## src/rtl/gpu_ucode_sequencer.sv

```systemverilog
// GPU micro-op sequencer: fetches uops from the ucode ROM, executes them on a 64x16
// register file and drives the VRAM read and framebuffer write handshakes.
module gpu_ucode_sequencer #(
  parameter int         OP_W     = 5,
  parameter int         PC_W     = 8,
  parameter logic [5:0] R_VADDR  = 6'd0,
  parameter logic [5:0] R_VDATA  = 6'd1,
  parameter logic [5:0] R_VSHL4  = 6'd2,
  parameter logic [5:0] R_BH     = 6'd3,
  parameter logic [5:0] R_BL     = 6'd4,
  parameter logic [5:0] R_FBADDR = 6'd5
) (
  input  logic            iClock,
  input  logic            iReset,
  input  logic            iEnable,
  output logic [PC_W-1:0] oUopAddr,
  input  logic [OP_W+17:0] iUop,
  output logic            oVmemReq,
  output logic [15:0]     oVmemAddr,
  input  logic            iVmemAck,
  input  logic [7:0]      iVmemData,
  output logic            oFbWrite,
  output logic [15:0]     oFbAddr,
  output logic [15:0]     oFbData,
  input  logic            iFbReady,
  output logic            oZero,
  output logic            oIllegal
);

  typedef enum logic [1:0] {IDLE, RUN, WAIT_VMEM, WAIT_FB} state_t;

  state_t          state, state_nxt;
  logic [PC_W-1:0] pc, pc_nxt, jtgt;
  logic [15:0]     rf [64];
  logic            zero, illegal_q, illegal;
  logic            wr_en, z_en;
  logic [5:0]      wr_idx, dst, srca, srcb;
  logic [15:0]     wr_val, lit;
  logic [OP_W-1:0] op;

  // R_VSHL4 is not storage: it presents vmem_data shifted up one nibble.
  function automatic logic [15:0] rd(input logic [5:0] idx);
    if (idx == R_VSHL4) return {4'h0, rf[R_VDATA][7:0], 4'h0};
    return rf[idx];
  endfunction

  assign op   = iUop[OP_W+17:18];
  assign dst  = iUop[17:12];
  assign srca = iUop[11:6];
  assign srcb = iUop[5:0];
  assign lit  = {4'h0, iUop[11:0]};
  assign jtgt = iUop[PC_W-1:0];

  always_comb begin
    state_nxt = state;
    pc_nxt    = pc;
    wr_en     = 1'b0;
    wr_idx    = dst;
    wr_val    = '0;
    z_en      = 1'b0;
    illegal   = 1'b0;
    case (state)
      IDLE: if (iEnable) state_nxt = RUN;
      RUN: begin
        pc_nxt    = pc + PC_W'(1);
        state_nxt = iEnable ? RUN : IDLE;
        case (op)
          OP_W'(0):  ;
          OP_W'(1):  begin wr_en = 1'b1; wr_val = lit; end
          OP_W'(2):  begin wr_en = 1'b1; wr_val = rd(srca); end
          OP_W'(3):  begin wr_en = 1'b1; z_en = 1'b1; wr_val = rd(srca) + rd(srcb); end
          OP_W'(4):  begin wr_en = 1'b1; z_en = 1'b1; wr_val = rd(dst) + lit; end
          OP_W'(5):  begin wr_en = 1'b1; z_en = 1'b1; wr_val = rd(srca) - rd(srcb); end
          OP_W'(6):  begin wr_en = 1'b1; z_en = 1'b1; wr_val = rd(dst) - lit; end
          OP_W'(7):  begin wr_en = 1'b1; z_en = 1'b1; wr_val = rd(srca) & rd(srcb); end
          OP_W'(8):  if (zero)  pc_nxt = jtgt;
          OP_W'(9):  if (!zero) pc_nxt = jtgt;
          OP_W'(10): pc_nxt = jtgt;
          // Memory ops park on their own PC until the handshake completes.
          OP_W'(11): begin pc_nxt = pc; state_nxt = WAIT_VMEM; end
          OP_W'(12): begin pc_nxt = pc; state_nxt = WAIT_FB; end
          OP_W'(13): begin
            wr_en  = 1'b1;
            z_en   = 1'b1;
            wr_idx = R_FBADDR;
            wr_val = rf[R_FBADDR] + 16'd1;
          end
          default:   illegal = 1'b1;
        endcase
      end
      WAIT_VMEM: if (iVmemAck) begin
        wr_en     = 1'b1;
        wr_idx    = R_VDATA;
        wr_val    = {8'h00, iVmemData};
        pc_nxt    = pc + PC_W'(1);
        state_nxt = iEnable ? RUN : IDLE;
      end
      WAIT_FB: if (iFbReady) begin
        pc_nxt    = pc + PC_W'(1);
        state_nxt = iEnable ? RUN : IDLE;
      end
      default: state_nxt = IDLE;
    endcase
  end

  always_ff @(posedge iClock or posedge iReset) begin
    if (iReset) begin
      state     <= IDLE;
      pc        <= '0;
      zero      <= 1'b0;
      illegal_q <= 1'b0;
      for (int i = 0; i < 64; i++) rf[i] <= '0;
    end else begin
      state     <= state_nxt;
      pc        <= pc_nxt;
      illegal_q <= illegal;
      if (z_en) zero <= (wr_val == 16'd0);
      if (wr_en && wr_idx != R_VSHL4) rf[wr_idx] <= wr_val;
    end
  end

  // Requests decode straight from state so an async reset drops them at once.
  assign oUopAddr  = pc;
  assign oVmemReq  = (state == WAIT_VMEM);
  assign oVmemAddr = rf[R_VADDR];
  assign oFbWrite  = (state == WAIT_FB);
  assign oFbAddr   = rf[R_FBADDR];
  assign oFbData   = {rf[R_BH][7:0], rf[R_BL][7:0]};
  assign oZero     = zero;
  assign oIllegal  = illegal_q;

endmodule

```

## config.mk

```make
export PLATFORM = sky130hd
export DESIGN_NAME = gpu_ucode_sequencer
export DESIGN_NICKNAME = d
export VERILOG_FILES = /design/src/rtl/gpu_ucode_sequencer.sv
export SDC_FILE = /design/constraint.sdc
export NUM_CORES = 2
export LEC_CHECK = 0
export BUFFER_PORTS_ARGS = -buffer_cell sky130_fd_sc_hd__buf_4
export CORE_MARGIN = 1
export CORE_UTILIZATION = 30
export DETAILED_ROUTE_END_ITERATION = 16
export PLACE_DENSITY = 0.49
export SLEW_MARGIN = 20
export SYNTH_ARGS = -nofsm -noshare
export SYNTH_HDL_FRONTEND = slang
export SYNTH_SLANG_ARGS = --single-unit
export TNS_END_PERCENT = 50
```

## constraint.sdc

```tcl
create_clock -name iClock -period 85.6 [get_ports iClock]
set_clock_uncertainty 0.15 [all_clocks]
set_input_delay 4.28 -clock iClock [delete_from_list [all_inputs] [get_ports iClock]]
set_output_delay 4.28 -clock iClock [all_outputs]
set_load 0.01 [all_outputs]
```

Word-level counts from Yosys, hierarchy flattened
Cells that the tools add are included.

operators by class
  order comparisons = 5
  equality and inequality tests = 24
  add/subtract/negate cells = 6
  bitwise operators = 5
  muxes and demuxes = 86
  reductions and logical operators = 12

operator list
  cell                     count
  $bwmux W1024             1
  $mux W16                 35
  $bmux W16 S6             3
  $pmux W16 S8             1
  $demux W16 S6            1
  $mux W8                  5
  $pmux W16 S2             1
  $pmux W8 S4              1
  $eq A5 B4 Y1 const B     6
  $ge A7 B7 Y1 const B     4
  $mux W1                  28
  $not A6 Y7               4
  $pmux W8 S3              1
  $eq A5 B3 Y1 const B     4
  $eq A6 B2 Y1 const B     3
  $add A16 B1 Y16 const B  1
  $add A16 B12 Y16         1
  $add A16 B16 Y16         1
  $and A16 B16 Y16         1
  $logic_not A16 Y1        1
  $sub A16 B12 Y16         1
  $sub A16 B16 Y16         1
  $reduce_or A14 Y1        1
  $mux W6                  2
  other kinds (23)         30

storage, ports and cells
  input port bits = 36
  output and inout bits = 60
  word-level logic and storage cells = 206
  register bits after elaboration = 1,036

Depth between registers and ports, before layout
  depth in word-level cells = 11
  gate-level depth with buffers = 31
  depth with buffers taken out = 25

Worst setup path before layout
OpenSTA, ideal clock, no wires.

  kind = input-to-reg
  start point = in iUop[12]
  end point = reg zero (netlist: oZero)
  path buffers = 6
  path slack = 74.301 ns
  data arrival time = 11.045 ns
  required time = 85.346 ns
  setup time = 0.104 ns
  stages = 22
  path through = clkbuf_1 > buf_2 > clkbuf_1 > clkbuf_1 > buf_1 > clkbuf_1 > mux4_2 > mux4_2 > mux2_2 > o211ai_1 > ha_1 > fa_1 > nor2b_1 > o31a_1 > nor3_1 > o21ai_0 > xor2_1 > a222oi_1 > a31oi_1 > or4_1 > or4b_1 > o41ai_2

on the way
  word-level cells in the longest chain between the ends = 11
  elaborated cells between the ends (all ways) = 21
  those cells by class = 2 x add/sub; 1 x eq/ne; 16 x mux; 1 x bitwise; 1 x reduce/logical

ends and longest elaborated chain
  item                                                              RTL line  text
  from (decl)                                                       17        input logic [OP_W+17:0] iUop,
  $not A6 Y7 (not written as such) or $eq A6 B2 Y1 (tied branches)  44, 43
  $bmux W16 S6 or $mux W1 (tied branches)                           44, 43
  $mux W16 (not written as such) or $mux W1 (tied branches)         44, 67
  $mux W16 (not written as such) or $mux W1 (tied branches)         44, 62
  $mux W16                                                          44        return rf[idx];
  $mux W16                                                          67        case (op)
  $mux W16                                                          62        case (state)
  $sub A16 B12 Y16 or $add A16 B12 Y16 (tied branches)              74, 72
  $pmux W16 S8 *                                                    67
  $pmux W16 S2 *                                                    62
  $logic_not A16 Y1 *                                               117       if (z_en) zero <= (wr_val == 16'd0);
  to (signal assigned)                                              117
  to (decl)                                                         35        logic zero, illegal_q, illegal;

Every way passes the cells marked *; elsewhere a longest branch is shown, timed or not. The select of a mux whose other input is x is not followed.
A chain may end at the register's enable or synchronous reset.

Worst setup path after layout
  start point = in iUop[1]
  end point = reg rf[431] (netlist name)

on the way
  word-level cells in the longest chain between the ends = 11
  elaborated cells between the ends (all ways) = 29
  those cells by class = 4 x add/sub; 1 x eq/ne; 22 x mux; 2 x bitwise

ends and longest elaborated chain
  item                                                              RTL line  text
  $not A6 Y7 (not written as such) or $eq A6 B2 Y1 (tied branches)  44, 43
  $bmux W16 S6 or $mux W1 (tied branches)                           44, 43
  $mux W16 (not written as such) or $mux W1 (tied branches)         44, 67
  $mux W16 (not written as such) or $mux W1 (tied branches)         44, 62
  $mux W16                                                          44
  $mux W16                                                          67
  $mux W16                                                          62
  $sub A16 B16 Y16, or another cell as far along                    73        OP_W'(5): begin wr_en = 1'b1; z_en = 1'b1; wr_val = rd(srca) - rd(srcb); end
  $pmux W16 S8 *                                                    67
  $pmux W16 S2 *                                                    62
  $bwmux W1024 *                                                    118       if (wr_en && wr_idx != R_VSHL4) rf[wr_idx] <= wr_val;
  to (signal, indexed assignment)                                   118
  to (decl)                                                         34        logic [15:0] rf [64];

Marked as above.

==> results by group <==
Run status
  – Status: finished, final reports clean

Route
  – DR iter-0 viols: a little over 7000
  – Met2 WL: 127000 um
  – DRT Pass-1 Iters: 7
  – DR top layer: met5
  – Drt via density: about 6.2
  – Routed Antenna Nets: 0
  – DRC viols: 0
  – Total wire length: 289000 um
  – Routed len/inst: 34.8 um
  – DRT met1 WL: 116000 um
  – Met3 wire len: 31900 um
  – Detailed-route via count: 51600

Hold path
  – Hold/Removal Path Class: register to register
  – Hold Crit Start: rf[989]
  – Hold Crit Depth: 0
  – Hold Path Sink: rf[989]

Floorplanning
  – Starting density of the core: slightly above 30%
  – Num rows: 171
  – Die W: 472 um
  – Num ports: 96
  – Core area: ~220000 sq um
  – Die Height: 472 um
  – Die area: between 200000 and 250000 sq um

Clocking
  – CTS Buf Count: approximately 120
  – CTS Root Cell: clkbuf_16
  – Clock sinks: 1036
  – Skew-Pair Late Insertion Delay: 790 ps
  – CTS resizes: 0
  – Clock slew at reported path FFs: 60 ps
  – Post-CTS Setup Inserts: 0
  – H-Tree Depth: 3
  – CTS tree: done
  – Largest buffer count on any clock path: 3
  – Hold buffer count at CTS: 0

Power
  – Lkg Pwr: a little over 30 nW
  – Pwr/cell area: 16.8 nW/um^2
  – Net Switching: 0.000354 W
  – Clock power frac: 45.2%
  – Power Total: 0.00124 W
  – Flop pwr share: 41.1%
  – P_int: 0.000888 W
  – Peak supply drop: around 0.019 mV
  – Switching Share: 28.5%
  – Combinational Power Share: 13.8%

Place
  – DP Area: 69700 sq um
  – Port bufs: 95
  – Routability cong.: 0.987
  – Dpl hpwl: 188000 um

Setup path
  – WP data arrival: 13590 ps
  – Startpoint Class: input pin
  – Most frequent CP cell: buf_4
  – Worst-path fanout max: 63
  – Kind of critical path: input pin to register
  – Worst-path cell chain: buf_8 > buf_4 > buf_4 > buf_4 > mux4_2 > o21bai_1 > a21oi_1 > o32ai_1 > o41a_1 > nor4bb_1 > nand2_1 > o21ai_0 > xor2_1 > ha_1 > o21ai_0 > a21oi_1 > nor2_1 > o21ai_0 > xnor2_1 > or4_1 > a31oi_4 > buf_4 > mux2_2
  – Critical R2R Capture: oZero
  – Worst reg-to-reg path cell count: 24
  – Worst path top cell family by delay: compound AO/OA/AOI/OAI gates
  – RR Startpoint: rf[304]
  – Worst Setup End Kind: register
  – Reg2Reg Setup Slack: 78080 ps
  – CP Launch Point: iUop[1]
  – CP required: around 86000 ps
  – Worst stage delay on the critical path: 1070 ps
  – Critical-path top delay cell: o32ai_1
  – CP bufs+invs: 5

Synthesis
  – Synth Register Bits: 1036
  – Top post-synthesis cells by count: dfrtp_1 (1036), nand2_1 (849), mux4_2 (783), o21ai_0 (569), mux2_2 (466)
  – Post-synth EDFFs: 0
  – Synth warnings: 0
  – Top area cells in the synthesized netlist: dfrtp_1 (39%), mux4_2 (27%), mux2_2 (7.9%)
  – Syn_nets: 5604
  – Synthesized instance count: ~5500
  – Ys flop type: dfrtp_1
  – Post-Syn Area: about 66000 sq um
  – Top-area cell type share of the netlist area: between 30% and 40%
  – Ys async rst share: 100%
  – Synth Area per Inst: 12.0 sq um
  – Cell variety after synth: 80
  – Synth area leader: dfrtp_1
  – Top-count cell post-synth: dfrtp_1
  – Register area share after synthesis: 39.2%

Finish
  – Design Area, Final: 74000 sq um
  – Layout cells sized above 1: about a third
  – Nets: 5429
  – Synth-to-layout area growth: 11.9%

Timing
  – Slew @ Worst Pin: 1320 ps
  – RSZ-0062 raised after global routing: no
  – TNS Setup: 0 ps
  – Final setup viols: 0
  – Final min period: 13030 ps
  – Hold Violations, Final: 0
  – Max Fclk: 76.7 MHz
  – Final slew viol count: 0
  – Final worst-path cycle share: 15.2%
  – Slew headroom: 11.8%

GRT
  – GRT overflow: 0
  – Largest net degree at the start of global routing: 160
  – Number of global-route vias before repair: around 50000
  – GRT Resource Usage Total: 25.7%
  – First-pass GRT wire length: 406000 um
  – Initial antenna violation count: 23

Run
  – Max Cap Violations: 0
## placed cells by master, fill, tap and decap left out, drive strengths merged, types with 9 or more instances in the layout
master and instances:
buf 283, mux2i 171, nor2 140, mux4 783
xor2 23, and3 29, a21oi 132, mux2 466
a211oi 27, o221ai 14, o21a 9, bufinv 14
a221oi 31, clkinv 30, nor3 37, and2 16
xnor2 35, a22o 34, inv 51, o22ai 41
nand2 849, dfrtp 1036, o21ai 572, nand4 10
or2 10, nand3 65, a22oi 86, nand2b 26
ha 41, clkbuf 173, a31oi 26, nor2b 36
nor4 15
## registers in the layout, summed over array words and instances (netlist names)
| name | cells |
|---|---|
| oVmemAddr | 16 |
| state | 2 |
| oIllegal | 1 |
| oFbData | 16 |
| oFbAddr | 16 |
| oZero | 1 |
| oUopAddr | 8 |
| rf | 976 |
## cell families (layout without fill, tap and decap cells)
logic type,Yosys count,count (layout),share of synthesized area (%)
muxes,1420,1420,37.2
buffers and inverters,630,557,4.15
AOI/OAI and AO/OA,1071,1071,9.73
adders and majority gates,43,43,0.836
other,0,4,0
and+or+nand+nor,1267,1267,8.14
DFF,1036,1036,39.2
xor gates and xnor gates,58,58,0.768
## cell type report
class | count | area [sq um]
Antenna cell | 4 | 10.0
Clock buffer | 173 | 3570
Clock inverter | 50 | 688
Fill cell | 21500 | 144000
Inverter | 51 | 201
Multi-Input combinational cell | 3859 | 37800
Sequential cell | 1036 | 25900
Tap cell | 2854 | 3570
Timing Repair Buffer | 283 | 2250
## metrics by stage
stage / utilization [%] / instances / setup slack [ps] / hold WS, ps
after floorplan: - / 5525 / 52010 / 306
after global placement: 32.0 / 8083 / 72050 / 245
after detailed placement: 32.0 / 8083 / 72100 / 250
after CTS: 33.9 / 8306 / 72900 / 264
after global routing: 33.9 / 8307 / 72520 / 282
final: 34.0 / 8310 / 72570 / 263
## per-layer routing
layer,track usage [%],up-vias
met4,11.2,12
met1,34.3,27300
li1,-,20700
met5,0,-
met2,38.1,2975
met3,8.00,645
## power groups by stage
stage	Clock [W]	Combinational, W	Sequential (W)
final	0.000561	0.000171	0.000510
after global routing	0.000587	0.000179	0.000511
after CTS	0.000568	0.000168	0.000509
after detailed placement	0	0.000168	0.000518
after global placement	0	0.000167	0.000518
after floorplan	0	0.000104	0.000517
## worst max path at each step
| stage | to | slack, ps | depth (start not counted) |
|---|---|---|---|
| 3_3_place_gp | rf[399] | 72050 | 23 |
| 4_1_cts | rf[399] | 72900 | 23 |
| 6_report | rf[431] | 72570 | 23 |
| 3_5_place_dp | rf[399] | 72100 | 23 |
| 5_1_grt | rf[431] | 72520 | 23 |
| 2_1_floorplan | oFbAddr[0] | 52010 | 1 |
(Power assumes the default switching activity.)
